$ cat config.mk
export PLATFORM = sky130hd
export DESIGN_NAME = id_ex_pipe
export DESIGN_NICKNAME = d
export VERILOG_FILES = /design/src/rtl/id_ex_pipe_pkg.sv /design/src/rtl/id_ex_pipe_sat_counter.sv /design/src/rtl/id_ex_pipe.sv
export SDC_FILE = /design/constraint.sdc
export NUM_CORES = 1
export LEC_CHECK = 0
export ABC_AREA = 0
export BUFFER_PORTS_ARGS = -buffer_cell sky130_fd_sc_hd__buf_4
export CAP_MARGIN = 20
export CORE_AREA = 2 2 124 126
export CTS_BUF_LIST = sky130_fd_sc_hd__clkbuf_8
export CTS_CLUSTER_SIZE = 20
export DETAILED_ROUTE_END_ITERATION = 6
export DIE_AREA = 0 0 126 128
export MAX_ROUTING_LAYER = met4
export PLACE_DENSITY = 0.86
export SYNTH_ARGS = -nofsm -noshare
export SYNTH_HDL_FRONTEND = slang
export SYNTH_SLANG_ARGS = --single-unit
$ cat constraint.sdc
create_clock -name clk -period 10.46 [get_ports clk]
set_clock_uncertainty 0.1 [all_clocks]
set_input_delay 1.046 -clock clk [delete_from_list [all_inputs] [get_ports clk]]
set_output_delay 1.046 -clock clk [all_outputs]
set_load 0.005 [all_outputs]
$ cat src/rtl/id_ex_pipe_pkg.sv
// id_ex_pipe_pkg
// Shared constants for the ID->EX stage register: NOP encodings, zero
// values, write-enable levels, default stall-vector indices, and the
// per-edge action selector used by the pipeline register.
package id_ex_pipe_pkg;

    localparam logic [7:0]  NOP_ALUOP     = 8'h00;
    localparam logic [2:0]  NOP_ALUSEL    = 3'b000;
    localparam logic [31:0] ZERO_WORD     = 32'h0000_0000;
    localparam logic [4:0]  NOP_REG_ADDR  = 5'd0;
    localparam logic        WRITE_ENABLE  = 1'b1;
    localparam logic        WRITE_DISABLE = 1'b0;

    localparam int STALL_ID_IDX = 2;
    localparam int STALL_EX_IDX = 3;

    typedef enum logic [1:0] {
        PIPE_ADVANCE = 2'd0,
        PIPE_HOLD    = 2'd1,
        PIPE_BUBBLE  = 2'd2,
        PIPE_FLUSH   = 2'd3
    } pipe_action_e;

    // Flush beats everything; an ID-only stall becomes a bubble; an EX
    // stall freezes the register.
    function automatic pipe_action_e pipe_action(input logic flush,
                                                 input logic id_stall,
                                                 input logic ex_stall);
        if (flush)
            return PIPE_FLUSH;
        else if (id_stall && !ex_stall)
            return PIPE_BUBBLE;
        else if (ex_stall)
            return PIPE_HOLD;
        else
            return PIPE_ADVANCE;
    endfunction

endpackage

$ cat src/rtl/id_ex_pipe_sat_counter.sv
// pipe_sat_counter
// Saturating up-counter for stage performance statistics.
// Ports:
//   clk     - clock, rising edge
//   rst     - asynchronous active-high reset, clears the count
//   en_i    - count this cycle
//   count_o - current count, sticks at all-ones
module pipe_sat_counter #(
    parameter int CNT_W = 16
) (
    input  logic             clk,
    input  logic             rst,
    input  logic             en_i,
    output logic [CNT_W-1:0] count_o
);

    logic [CNT_W-1:0] count_q;
    logic [CNT_W-1:0] count_d;

    always_comb begin
        count_d = count_q;
        if (en_i && (count_q != {CNT_W{1'b1}}))
            count_d = count_q + 1'b1;
    end

    always_ff @(posedge clk or posedge rst) begin
        if (rst)
            count_q <= '0;
        else
            count_q <= count_d;
    end

    assign count_o = count_q;

endmodule

$ cat src/rtl/id_ex_pipe.sv
// id_ex_pipe
// ID->EX pipeline register with stall hold, bubble insertion, flush,
// valid tracking, delay-slot feedback to decode and a saturating count
// of cycles in which a valid EX instruction was held.
// Ports:
//   clk, rst                 - clock / async active-high reset
//   stall, flush             - pipeline control from ctrl
//   id_*                     - decoded instruction fields from ID
//   ex_*                     - registered fields presented to EX
//   id_is_in_delayslot       - registered: next ID instruction is a slot
//   stall_cycles             - EX-hold cycle count since reset
module id_ex_pipe
    import id_ex_pipe_pkg::*;
#(
    parameter int DATA_W   = 32,
    parameter int ADDR_W   = 5,
    parameter int ALUOP_W  = 8,
    parameter int ALUSEL_W = 3,
    parameter int STALL_W  = 6,
    parameter int ID_IDX   = STALL_ID_IDX,
    parameter int EX_IDX   = STALL_EX_IDX,
    parameter int CNT_W    = 16
) (
    input  logic                clk,
    input  logic                rst,
    input  logic [STALL_W-1:0]  stall,
    input  logic                flush,
    input  logic                id_valid,
    input  logic [ALUOP_W-1:0]  id_aluop,
    input  logic [ALUSEL_W-1:0] id_alusel,
    input  logic [DATA_W-1:0]   id_reg1,
    input  logic [DATA_W-1:0]   id_reg2,
    input  logic [ADDR_W-1:0]   id_wd,
    input  logic                id_wreg,
    input  logic [DATA_W-1:0]   id_link_addr,
    input  logic [DATA_W-1:0]   id_inst,
    input  logic                id_in_delayslot,
    input  logic                id_next_in_delayslot,
    output logic                ex_valid,
    output logic [ALUOP_W-1:0]  ex_aluop,
    output logic [ALUSEL_W-1:0] ex_alusel,
    output logic [DATA_W-1:0]   ex_reg1,
    output logic [DATA_W-1:0]   ex_reg2,
    output logic [ADDR_W-1:0]   ex_wd,
    output logic                ex_wreg,
    output logic [DATA_W-1:0]   ex_link_addr,
    output logic [DATA_W-1:0]   ex_inst,
    output logic                ex_in_delayslot,
    output logic                id_is_in_delayslot,
    output logic [CNT_W-1:0]    stall_cycles
);

    pipe_action_e action;

    logic                valid_q,    valid_d;
    logic [ALUOP_W-1:0]  aluop_q,    aluop_d;
    logic [ALUSEL_W-1:0] alusel_q,   alusel_d;
    logic [DATA_W-1:0]   reg1_q,     reg1_d;
    logic [DATA_W-1:0]   reg2_q,     reg2_d;
    logic [ADDR_W-1:0]   wd_q,       wd_d;
    logic                wreg_q,     wreg_d;
    logic [DATA_W-1:0]   link_q,     link_d;
    logic [DATA_W-1:0]   inst_q,     inst_d;
    logic                in_ds_q,    in_ds_d;
    logic                next_ds_q,  next_ds_d;

    // Only the ID and EX bits of the stall vector matter here.
    logic unused_stall_bits;
    assign unused_stall_bits = ^stall;

    assign action = pipe_action(flush, stall[ID_IDX], stall[EX_IDX]);

    always_comb begin
        valid_d   = valid_q;
        aluop_d   = aluop_q;
        alusel_d  = alusel_q;
        reg1_d    = reg1_q;
        reg2_d    = reg2_q;
        wd_d      = wd_q;
        wreg_d    = wreg_q;
        link_d    = link_q;
        inst_d    = inst_q;
        in_ds_d   = in_ds_q;
        next_ds_d = next_ds_q;

        unique case (action)
            PIPE_FLUSH, PIPE_BUBBLE: begin
                valid_d  = 1'b0;
                aluop_d  = ALUOP_W'(NOP_ALUOP);
                alusel_d = ALUSEL_W'(NOP_ALUSEL);
                reg1_d   = DATA_W'(ZERO_WORD);
                reg2_d   = DATA_W'(ZERO_WORD);
                wd_d     = ADDR_W'(NOP_REG_ADDR);
                wreg_d   = WRITE_DISABLE;
                link_d   = DATA_W'(ZERO_WORD);
                inst_d   = DATA_W'(ZERO_WORD);
                in_ds_d  = 1'b0;
                // A bubble keeps the pending delay-slot marker so the slot
                // instruction still gets tagged once decode is released.
                if (action == PIPE_FLUSH)
                    next_ds_d = 1'b0;
            end
            PIPE_ADVANCE: begin
                valid_d   = id_valid;
                aluop_d   = id_aluop;
                alusel_d  = id_alusel;
                reg1_d    = id_reg1;
                reg2_d    = id_reg2;
                wd_d      = id_wd;
                wreg_d    = id_valid ? id_wreg : WRITE_DISABLE;
                link_d    = id_link_addr;
                inst_d    = id_inst;
                in_ds_d   = id_in_delayslot;
                next_ds_d = id_next_in_delayslot & id_valid;
            end
            default: ;  // PIPE_HOLD keeps every field
        endcase
    end

    always_ff @(posedge clk or posedge rst) begin
        if (rst) begin
            valid_q   <= 1'b0;
            aluop_q   <= ALUOP_W'(NOP_ALUOP);
            alusel_q  <= ALUSEL_W'(NOP_ALUSEL);
            reg1_q    <= DATA_W'(ZERO_WORD);
            reg2_q    <= DATA_W'(ZERO_WORD);
            wd_q      <= ADDR_W'(NOP_REG_ADDR);
            wreg_q    <= WRITE_DISABLE;
            link_q    <= DATA_W'(ZERO_WORD);
            inst_q    <= DATA_W'(ZERO_WORD);
            in_ds_q   <= 1'b0;
            next_ds_q <= 1'b0;
        end else begin
            valid_q   <= valid_d;
            aluop_q   <= aluop_d;
            alusel_q  <= alusel_d;
            reg1_q    <= reg1_d;
            reg2_q    <= reg2_d;
            wd_q      <= wd_d;
            wreg_q    <= wreg_d;
            link_q    <= link_d;
            inst_q    <= inst_d;
            in_ds_q   <= in_ds_d;
            next_ds_q <= next_ds_d;
        end
    end

    pipe_sat_counter #(
        .CNT_W (CNT_W)
    ) u_stall_cnt (
        .clk     (clk),
        .rst     (rst),
        .en_i    ((action == PIPE_HOLD) && valid_q),
        .count_o (stall_cycles)
    );

    assign ex_valid           = valid_q;
    assign ex_aluop           = aluop_q;
    assign ex_alusel          = alusel_q;
    assign ex_reg1            = reg1_q;
    assign ex_reg2            = reg2_q;
    assign ex_wd              = wd_q;
    assign ex_wreg            = wreg_q;
    assign ex_link_addr       = link_q;
    assign ex_inst            = inst_q;
    assign ex_in_delayslot    = in_ds_q;
    assign id_is_in_delayslot = next_ds_q;

endmodule

==> results of run 1 <==
[power groups by stage]
stage	combinational, mW	sequential [mW]	clock (mW)
floorplan	0.0479	0.678	0
finish	0.138	0.665	0.435
detailed placement	0.139	0.677	0
CTS	0.139	0.665	0.449
global placement	0.136	0.676	0
global route	0.152	0.668	0.475
[flip-flops by register name, summed over array words and instances, names as in the netlist, 3 cells and up]
register,cells
ex_alusel,3
ex_link_addr,32
ex_wd,5
ex_reg2,32
ex_reg1,32
ex_aluop,8
u_stall_cnt.count_o,16
ex_inst,32
[cell usage after synthesis]
cell type / n
nand2_1: 296
dfrtp_1: 164
nand3_1: 153
clkbuf_1: 39
xor2_1: 8
buf_2: 7
nor3_1: 5
nand4_1: 4
o21ai_0: 4
xnor2_1: 4
buf_1: 3
ha_1: 3
inv_1: 3
nor2_1: 3
nor4_1: 3
mux2_2: 2
nand4_4: 2
a21oi_1: 1
and3_1: 1
mux2_4: 1
nand2b_1: 1
nand3b_1: 1
nor2_2: 1
nor3b_1: 1
nor4_4: 1
nor4b_1: 1
o2111a_1: 1
o2111ai_1: 1
o21a_1: 1
or3_1: 1
[how the worst max path moves through the flow]
| stage | cells past startpoint | slack (ns) | endpoint |
|---|---|---|---|
| after CTS | 7 | 7.35 | ex_inst[22]$_DFFE_PP0P_ |
| after floorplan | 1 | 4.88 | ex_aluop[0]$_DFFE_PP0P_ |
| after detailed placement | 7 | 6.86 | ex_inst[22]$_DFFE_PP0P_ |
| after global routing | 7 | 7.14 | ex_inst[22]$_DFFE_PP0P_ |
| final | 7 | 7.32 | ex_inst[22]$_DFFE_PP0P_ |
| after global placement | 5 | 6.88 | ex_wreg$_DFFE_PP0P_ |
[metal layers]
metal	share of wire	wire (um)	global-route usage	up-vias
met5	0	0	-	-
met4	0.029	550	0.112	0
met3	0.060	1130	0.0401	47
met2	0.51	9670	0.396	253
met1	0.40	7540	0.293	2903
li1	-	-	-	2905
[worst min-delay path: cells and delay by family, from the launching register on]
family,cells,cell delay [ns]
and+or+nand+nor,2,0.10
DFF,1,0.35
[per-stage QoR]
stage	setup slack [ns]	area (um^2)
2_1_floorplan	4.88	6610
3_3_place_gp	6.88	9090
3_5_place_dp	6.86	9090
4_1_cts	7.35	9460
5_1_grt	7.14	9480
6_report	7.32	9480
[cell families after synthesis]
logic type,count (synthesis),share of synthesized area
mux,3,0.00568
buf+inv,52,0.0309
simple gates,474,0.313
flops,164,0.621
xor+xnor,12,0.0159
compound gates,8,0.00795
fa+ha+maj,3,0.00568
[cell type report]
type | instances | area [um^2] | share of cell area
Clock buffer | 18 | 248 | 0.0261
Clock inverter | 14 | 124 | 0.0131
Inverter | 3 | 16.3 | 0.00172
Multi-Input combinational cell | 500 | 2330 | 0.246
Sequential cell | 164 | 4100 | 0.433
Tap cell | 188 | 235 | 0.0248
Timing Repair Buffer | 321 | 2420 | 0.256
==> results by group, run 1 <==
Synthesis
  • Cell taking the most area after synthesis: dfrtp_1
  • Average size of a mapped cell: 9.23 um^2
  • Register area share after synthesis: 0.621
  • Yosys warnings: 0
  • Synth unique cells: 30
  • Seq cells post-synth: 164
  • Top-area cell type share of the netlist area: 0.621
  • Mapped Area: 6610 um^2
  • Syn Nets: 876
  • Synth top area cells: dfrtp_1, nand2_1, nand3_1
  • Synthesized instance count: 716

Die
  • Initial core utilization: 0.445
  • IO Count: 321
  • Row count: 45
  • Die Ht: 128 um
  • Die area: 16100 um^2
  • Die width: 126 um
  • Total core area: 14900 um^2

Route
  • DRC: 0
  • Via density: 5.06
  • Routed wire length: 18900 um
  • DR iter-0 viols: 322
  • DRT antenna net count: 0
  • TritonRoute pass-1 iters: 4
  • Via count: 6108
  • Wire per inst: 15.6 um

Clock network
  • Num CTS Buffers: 17
  • CTS Root Cell: clkbuf_8
  • Reg clk slew, reported paths: 0.08 ns
  • Cts hold-fix bufs: 0
  • H-tree depth: 4
  • Clock Sinks: 164
  • Deepest clock path buffer count: 2
  • Worst skew pair latency: 0.44 ns
  • CTS tree: yes
  • Post-CTS setup buffer count: 0
  • CTS resizes: 0

Hold path
  • Launch point of the worst hold path: ex_link_addr[26]$_DFFE_PP0P_
  • Hold Crit Class: reg -> reg
  • WHS Path Cells: 2
  • Hold endpoint: ex_link_addr[26]$_DFFE_PP0P_

Layout
  • Commonest non-fill, non-tap cell in the layout: buf_4
  • Post-Route Utilization: 0.638
  • Layout cell share with drive strength beyond 1: 0.352
  • # fillers: 1239
  • Most frequent cells in the layout: buf_4, nand2_1, dfrtp_1
  • Area growth from synthesis to layout: 43.4%
  • N_diodes: 0
  • Fin nets: 1167
  • Final cell count without fillers: 1208

Global route
  • Number of global-route vias before repair: 6007
  • Initial antenna violation count: 0
  • First-pass GRT wire length: 30100 um
  • Overflow after GRT: 0
  • Largest net degree at the start of global routing: 100
  • Tot GR Track Use: 0.241

Placement
  • Placer Congestion: 0.776
  • Buffers added on ports: 316
  • Hpwl dp: 13100 um
  • Inst Count DP: 1175

STA
  • Final setup violating endpoints: 0
  • Fmax: 0.318 GHz
  • Min Tclk post-route: 3.14 ns
  • Final hold slack: 0.371 ns
  • Tcrit/Tclk final: 0.300
  • Worst Tran Pin Value: 1.04 ns
  • Post-route setup TNS: 0 ns
  • Final hold viol count: 0
  • Max-slew headroom: 0.307
  • Max Slew Vio Count: 0
  • RSZ-0062 raised after global routing: false

Critical path
  • Worst setup path start: stall[3]
  • Critical Path AT: 3.41 ns
  • Worst r2r dst: u_stall_cnt.count_o[1]$_DFFE_PP0P_
  • Worst EP required: 10.73 ns
  • Worst path top cell family by delay: buffers and inverters
  • Reg2reg setup slack: 8.44 ns
  • Crit. End Element: register
  • Crit-path cells: buf_4 -> inv_1 -> a21oi_1 -> ha_4 -> buf_4 -> nand3_1 -> nand2_1
  • Slowest Stage Delay on Critical Path: 0.83 ns
  • Top cell by count, worst path: buf_4
  • Critical Path Source Type: input pin
  • Crit-path max FO: 94
  • R2R cell count: 5
  • Reg-to-Reg Start: u_stall_cnt.count_o[1]$_DFFE_PP0P_
  • Slowest stage cell, crit path: buf_4
  • Number of buffers and inverters on the critical path: 3
  • Critical path class: in -> reg

Power and ir drop
  • Leakage power: 5.53 nW
  • Sequential share of power: 0.537
  • Post-layout power: 1.24 mW
  • Sw Pwr: 0.302 mW
  • Switching share of power: 0.244
  • Maximum vdd drop: 0.0777 mV
  • Clock power share: 0.351
  • Pwr Density: 131 nW/um^2
  • P_int: 0.935 mW
  • Gate power share: 0.111

Job
  • Maximum Capacitance Violations: 0

Outcome
  • Outcome: finished, final reports clean
(Power assumes the default switching activity.)
==> run 2: changes to the inputs <==
clock period = 3 ns   (was 10.46 ns; I/O delays follow)
==> run 2 against run 1 <==
Net effect:
- setup slack got worse by 6.3 ns
- sequential power rose to 3.5 times the previous value
- first-iteration DRC count rose by 60%
- largest cell class unchanged
- clock-buffer cell count rose by 1
- final area rose by 16%
- non-clock buffer count rose by 149
- critical path type is now reg -> reg
- highest routed layer unchanged
==> results by group, run 2 (synthesis results as in run 1) <==
Outcome
  • Outcome: finished, final reports clean

Power and ir drop
  • Leakage power: 6.18 nW (+12%)
  • Post-layout power: 4.63 mW (+270%)
  • Pwr Density: 420 nW/um^2 (+220%)
  • Maximum vdd drop: 0.277 mV (+260%)

Route
  • Routed wire length: 24000 um (+27%)
  • Wire per inst: 17.7 um (+13%)
  • Via density: 5.29 (+4.7%)
  • Via count: 7177 (+18%)
  • DR iter-0 viols: 516 (+60%)
  • DRC: 0 (unchanged)
  • TritonRoute pass-1 iters: 5 (+1)
  • DRT antenna net count: 0 (unchanged)

STA
  • Final setup violating endpoints: 0 (unchanged)
  • Fmax: 0.496 GHz
  • Worst Tran Pin Value: 0.789 ns (-0.250 ns)
  • Min Tclk post-route: 2.01 ns
  • Max Slew Vio Count: 0 (unchanged)
  • Tcrit/Tclk final: 0.672
  • Post-route setup TNS: 0 ns (unchanged)
  • Final hold viol count: 0 (unchanged)
  • RSZ-0062 raised after global routing: false
  • Max-slew headroom: 0.473 (+0.166)

Clock network
  • CTS tree: yes
  • Num CTS Buffers: 17 (unchanged)
  • Worst skew pair latency: 0.44 ns (about the same)
  • CTS Root Cell: clkbuf_8
  • Deepest clock path buffer count: 2 (unchanged)
  • Reg clk slew, reported paths: 0.08 ns (about the same)
  • H-tree depth: 4 (unchanged)
  • Clock Sinks: 164 (unchanged)

Critical path
  • R2R cell count: 5 (unchanged)
  • Reg-to-Reg Start: u_stall_cnt.count_o[0]$_DFFE_PP0P_
  • Worst EP required: 3.22 ns (-7.51 ns)
  • Critical Path AT: 2.23 ns (-1.18 ns)
  • Critical path class: reg -> reg
  • Crit. End Element: register
  • Crit-path max FO: 8 (-91%)
  • Critical Path Source Type: register
  • Reg2reg setup slack: 0.99 ns (-7.45 ns)
  • Worst r2r dst: u_stall_cnt.count_o[1]$_DFFE_PP0P_

Die
  • Die Ht: 128 um (unchanged)
  • Die width: 126 um (unchanged)
  • Die area: 16100 um^2 (unchanged)
  • IO Count: 321 (unchanged)
  • Total core area: 14900 um^2 (unchanged)
  • Initial core utilization: 0.445 (unchanged)
  • Row count: 45 (unchanged)

Layout
  • # fillers: 882 (-29%)
  • Fin nets: 1316 (+13%)
  • Post-Route Utilization: 0.743 (+0.105)
  • Post-Layout Inst Area: 11000 um^2 (+16%)
  • N_diodes: 0 (unchanged)
  • Commonest non-fill, non-tap cell in the layout: buf_4
  • Area growth from synthesis to layout: 67.0%
  • Most frequent cells in the layout: buf_4, nand2_1, dfrtp_1
  • Layout cell share with drive strength beyond 1: 0.312 (-0.0403)

Global route
  • Initial antenna violation count: 0 (unchanged)
  • Largest net degree at the start of global routing: 147 (+47%)
  • First-pass GRT wire length: 36900 um (+23%)
  • Tot GR Track Use: 0.300 (+0.0598)
  • Overflow after GRT: 0 (unchanged)
  • Number of global-route vias before repair: 7327 (+22%)

Hold path
  • Hold endpoint: ex_link_addr[14]$_DFFE_PP0P_
  • Launch point of the worst hold path: id_link_addr[14]
  • WHS Path Cells: 3 (+1)
  • Hold Crit Class: in -> reg

Placement
  • Placer Congestion: 0.797 (+2.8%)
  • DP Area: 9190 um^2 (+1.1%)
  • Buffers added on ports: 316 (unchanged)
  • Hpwl dp: 13200 um (+0.92%)

Job
  • Maximum Capacitance Violations: 0 (unchanged)
run 2: cell types whose count changed in the layout (fill, tap and decap cells not counted), sizes merged:
cell,previous run,this run
buf,321,325
bufinv,2,3
clkbuf,18,19
clkinv,3,4
clkinvlp,4,3
dlygate4sd3,0,145
inv,8,5
run 2: stage by stage:
step | worst slack (ns) | instances | hold WS, ns
final | 0.985 | 1356 | 0.0396
after global routing | 0.804 | 1356 | 0.0164
after detailed placement | 1.02 | 1180 | 0.356
after global placement | 1.05 | 1180 | 0.350
after floorplan | 0.515 | 716 | 0.333
after CTS | 0.995 | 1354 | 0.0000693
run 2: metal layers:
metal / share of wire / vias to the layer above / global-route usage
met5: 0 / - / -
met4: 0.039 / 0 / 0.144
met3: 0.079 / 86 / 0.0693
met2: 0.51 / 447 / 0.505
met1: 0.37 / 3433 / 0.341
li1: - / 3211 / -
run 2: critical path, stage by stage, from the launching register on:
cell	delay [ns]
dfrtp_1	0.43
ha_1	0.18
nand3_1	0.29
nor4_4	0.50
nor2_2	0.10
mux2_4	0.31
run 2: worst max-delay path by stage:
stage                                       startpoint                                 end  slack (ns)  depth (start not counted)
floorplan                                          rst             ex_aluop[0]$_DFFE_PP0P_        0.52                          1
global placement    u_stall_cnt.count_o[0]$_DFFE_PP0P_  u_stall_cnt.count_o[1]$_DFFE_PP0P_        1.05                          5
detailed placement  u_stall_cnt.count_o[0]$_DFFE_PP0P_  u_stall_cnt.count_o[1]$_DFFE_PP0P_        1.02                          5
CTS                 u_stall_cnt.count_o[0]$_DFFE_PP0P_  u_stall_cnt.count_o[1]$_DFFE_PP0P_         1.0                          5
global route        u_stall_cnt.count_o[1]$_DFFE_PP0P_  u_stall_cnt.count_o[1]$_DFFE_PP0P_        0.80                          5
finish              u_stall_cnt.count_o[0]$_DFFE_PP0P_  u_stall_cnt.count_o[1]$_DFFE_PP0P_        0.99                          5
run 2: power by group:
group / total [mW] / switching, mW / leakage, nW / internal [mW]
clock: 1.64 / 0.789 / 0.211 / 0.851
sequential: 2.32 / 0.0487 / 2.26 / 2.27
combinational: 0.673 / 0.292 / 3.71 / 0.381
run 2: area by class of cell:
| cell class | instances | area [um^2] | area share |
|---|---|---|---|
| Clock inverter | 12 | 140 | 0.0127 |
| Inverter | 3 | 15.0 | 0.00136 |
| Clock buffer | 19 | 262 | 0.0237 |
| Timing Repair Buffer | 470 | 3950 | 0.358 |
| Tap cell | 188 | 235 | 0.0213 |
| Sequential cell | 164 | 4100 | 0.372 |
| Multi-Input combinational cell | 500 | 2330 | 0.211 |
run 2: repair_timing:
| action | CTS | global route |
|---|---|---|
| endpoints found under the hold margin | 173 | 2 |
| setup buffers | 0 | 0 |
| hold buffers | 143 | 2 |
| gates resized for setup | 0 | 0 |
==> run 3: changes to the inputs <==
clock period = 2 ns   (was 3 ns; I/O delays follow)
==> run 3 against run 2 <==
Net effect:
- global-route usage is 0.60 points higher
- fmax is 8.0% higher
- worst hold slack better by 0.13 ns
- first-iteration DRC count is 4.3% higher
- setup slack worse by 0.85 ns
- clock power is 53% higher
- critical path type unchanged
- total power is 52% higher
- register-to-register slack worse by 0.85 ns
- sequential power is 50% higher
- flip-flop and latch count stayed put
- combinational power is 53% higher
==> results by group, run 3 (synthesis results as in run 1) <==
Outcome
  • Outcome: finished, final reports clean

Route
  • Via count: 7138 (-0.54%)
  • DRT antenna net count: 0 (unchanged)
  • Via density: 5.22 (-1.4%)
  • Wire per inst: 17.6 um (-0.22%)
  • DR iter-0 viols: 538 (+4.3%)
  • TritonRoute pass-1 iters: 5 (unchanged)
  • Routed wire length: 24100 um (+0.66%)
  • DRC: 0 (unchanged)

Layout
  • Layout cell share with drive strength beyond 1: 0.315 (+0.00361)
  • Commonest non-fill, non-tap cell in the layout: buf_4
  • # fillers: 863 (-2.2%)
  • N_diodes: 0 (unchanged)
  • Most frequent cells in the layout: buf_4, nand2_1, dfrtp_1
  • Fin nets: 1327 (+0.84%)
  • Post-Route Utilization: 0.753 (+0.0107)
  • Final cell count without fillers: 1368 (+0.88%)
  • Area growth from synthesis to layout: 69.4%
  • FF+latch area: 4100 um^2 (unchanged)
  • Footprint of the multi-input gates: 2330 um^2 (unchanged)

Placement
  • Placer Congestion: 0.824 (+3.3%)
  • Hpwl dp: 13200 um (-0.13%)
  • Inst Count DP: 1185 (+0.42%)
  • Buffers added on ports: 316 (unchanged)

Clock network
  • Num CTS Buffers: 17 (unchanged)
  • Clock Sinks: 164 (unchanged)
  • CTS tree: yes
  • CTS Root Cell: clkbuf_8
  • H-tree depth: 4 (unchanged)
  • CTS resizes: 0 (unchanged)
  • Reg clk slew, reported paths: 0.09 ns (about the same)
  • Worst skew pair latency: 0.44 ns (about the same)
  • Deepest clock path buffer count: 2 (unchanged)
  • Post-CTS setup buffer count: 0 (unchanged)

Power and ir drop
  • Leakage power: 6.24 nW (+0.92%)
  • Post-layout power: 7.02 mW (+52%)
  • Maximum vdd drop: 0.384 mV (+38%)
  • Pwr Density: 627 nW/um^2 (+49%)

Die
  • Die area: 16100 um^2 (unchanged)
  • Total core area: 14900 um^2 (unchanged)
  • Die Ht: 128 um (unchanged)
  • Die width: 126 um (unchanged)
  • IO Count: 321 (unchanged)
  • Row count: 45 (unchanged)
  • Initial core utilization: 0.445 (unchanged)

Hold path
  • Hold Crit Class: in -> reg

Critical path
  • Critical Path AT: 2.10 ns (-0.13 ns)
  • Crit-path max FO: 7 (-1)
  • Crit. End Element: register
  • Worst EP required: 2.23 ns (-0.99 ns)
  • Critical Path Source Type: register
  • Critical path class: reg -> reg

STA
  • Fmax: 0.536 GHz (+8.0%)
  • Max-slew headroom: 0.568 (+0.0952)
  • Min Tclk post-route: 1.87 ns (-0.148 ns)
  • Max Slew Vio Count: 0 (unchanged)
  • Final hold viol count: 0 (unchanged)
  • Tcrit/Tclk final: 0.933 (+0.262)
  • Final setup violating endpoints: 0 (unchanged)
  • RSZ-0062 raised after global routing: false
  • Worst Tran Pin Value: 0.648 ns (-0.141 ns)
  • Post-route setup TNS: 0 ns (unchanged)

Global route
  • Largest net degree at the start of global routing: 111 (-24%)
  • Tot GR Track Use: 0.306 (+0.00596)
  • Initial antenna violation count: 0 (unchanged)
  • Number of global-route vias before repair: 7529 (+2.8%)
  • Overflow after GRT: 0 (unchanged)
  • First-pass GRT wire length: 37900 um (+2.6%)

Job
  • Maximum Capacitance Violations: 0 (unchanged)
## run 3: cell count changes in the layout (fill, tap and decap cells not counted)
cell           previous run  this run
inv_1                     5         3
inv_6                     0         1
clkinv_2                  3         0
buf_4                   320       322
clkinv_4                  1         4
buf_12                    5         8
dlygate4sd3_1           145       151
bufinv_16                 3         2
clkbuf_8                 19        22
## run 3: path summary, 6_finish.rpt
kind / cells after the start / startpoint / slack [ns] / to
max in group asynchronous: 4 / rst / 0.88 / ex_link_addr[9]$_DFFE_PP0P_
min in group asynchronous: 4 / rst / 0.43 / ex_alusel[2]$_DFFE_PP0P_
max: 5 / u_stall_cnt.count_o[0]$_DFFE_PP0P_ / 0.13 / u_stall_cnt.count_o[8]$_DFFE_PP0P_
min reg2reg: 2 / ex_link_addr[27]$_DFFE_PP0P_ / 0.37 / ex_link_addr[27]$_DFFE_PP0P_
max reg2reg: 5 / u_stall_cnt.count_o[0]$_DFFE_PP0P_ / 0.13 / u_stall_cnt.count_o[8]$_DFFE_PP0P_
min: 5 / flush / 0.17 / ex_inst[16]$_DFFE_PP0P_
## run 3: routing by layer
metal	GRT usage	up-vias	wire, um
met2	0.522	420	12400
li1	-	3226	-
met3	0.0780	83	1890
met5	-	-	0
met4	0.139	0	1040
met1	0.340	3409	8850
## run 3: timing repair
action | 4_1_cts | 5_1_grt
setup endpoints to repair | 0 | 0
hold buffers | 151 | 0
hold endpoints to repair | 312 | 0
## run 3: power breakdown
group	switching, mW	internal (mW)
Combinational	0.444	0.587
Clock	1.22	1.29
Sequential	0.0733	3.41
Total	1.74	5.28
## run 3: worst max-delay path, stage by stage, from the launching register on
cell and delay, ns:
dfrtp_1 0.43, ha_1 0.19, nand3_1 0.15, buf_4 0.20, nor3_1 0.31, mux2_2 0.38
## run 3: final cells by class
type,count,share of cell area
well taps,188,0.0210
multi-input cells,500,0.208
clock inverters,10,0.0109
flip-flops and latches,164,0.366
clock buffers,22,0.0270
repair buffers,481,0.365
inverters,3,0.00134
## run 3: metrics by stage
stage	hold WS (ns)	cell area [um^2]	setup slack [ns]
final	0.174	11200	0.134
after global routing	0.158	11200	0.00394
after CTS	0.135	11200	0.133
after detailed placement	0.323	9260	0.145
after global placement	0.318	9260	0.233
after floorplan	0.233	6610	-0.385
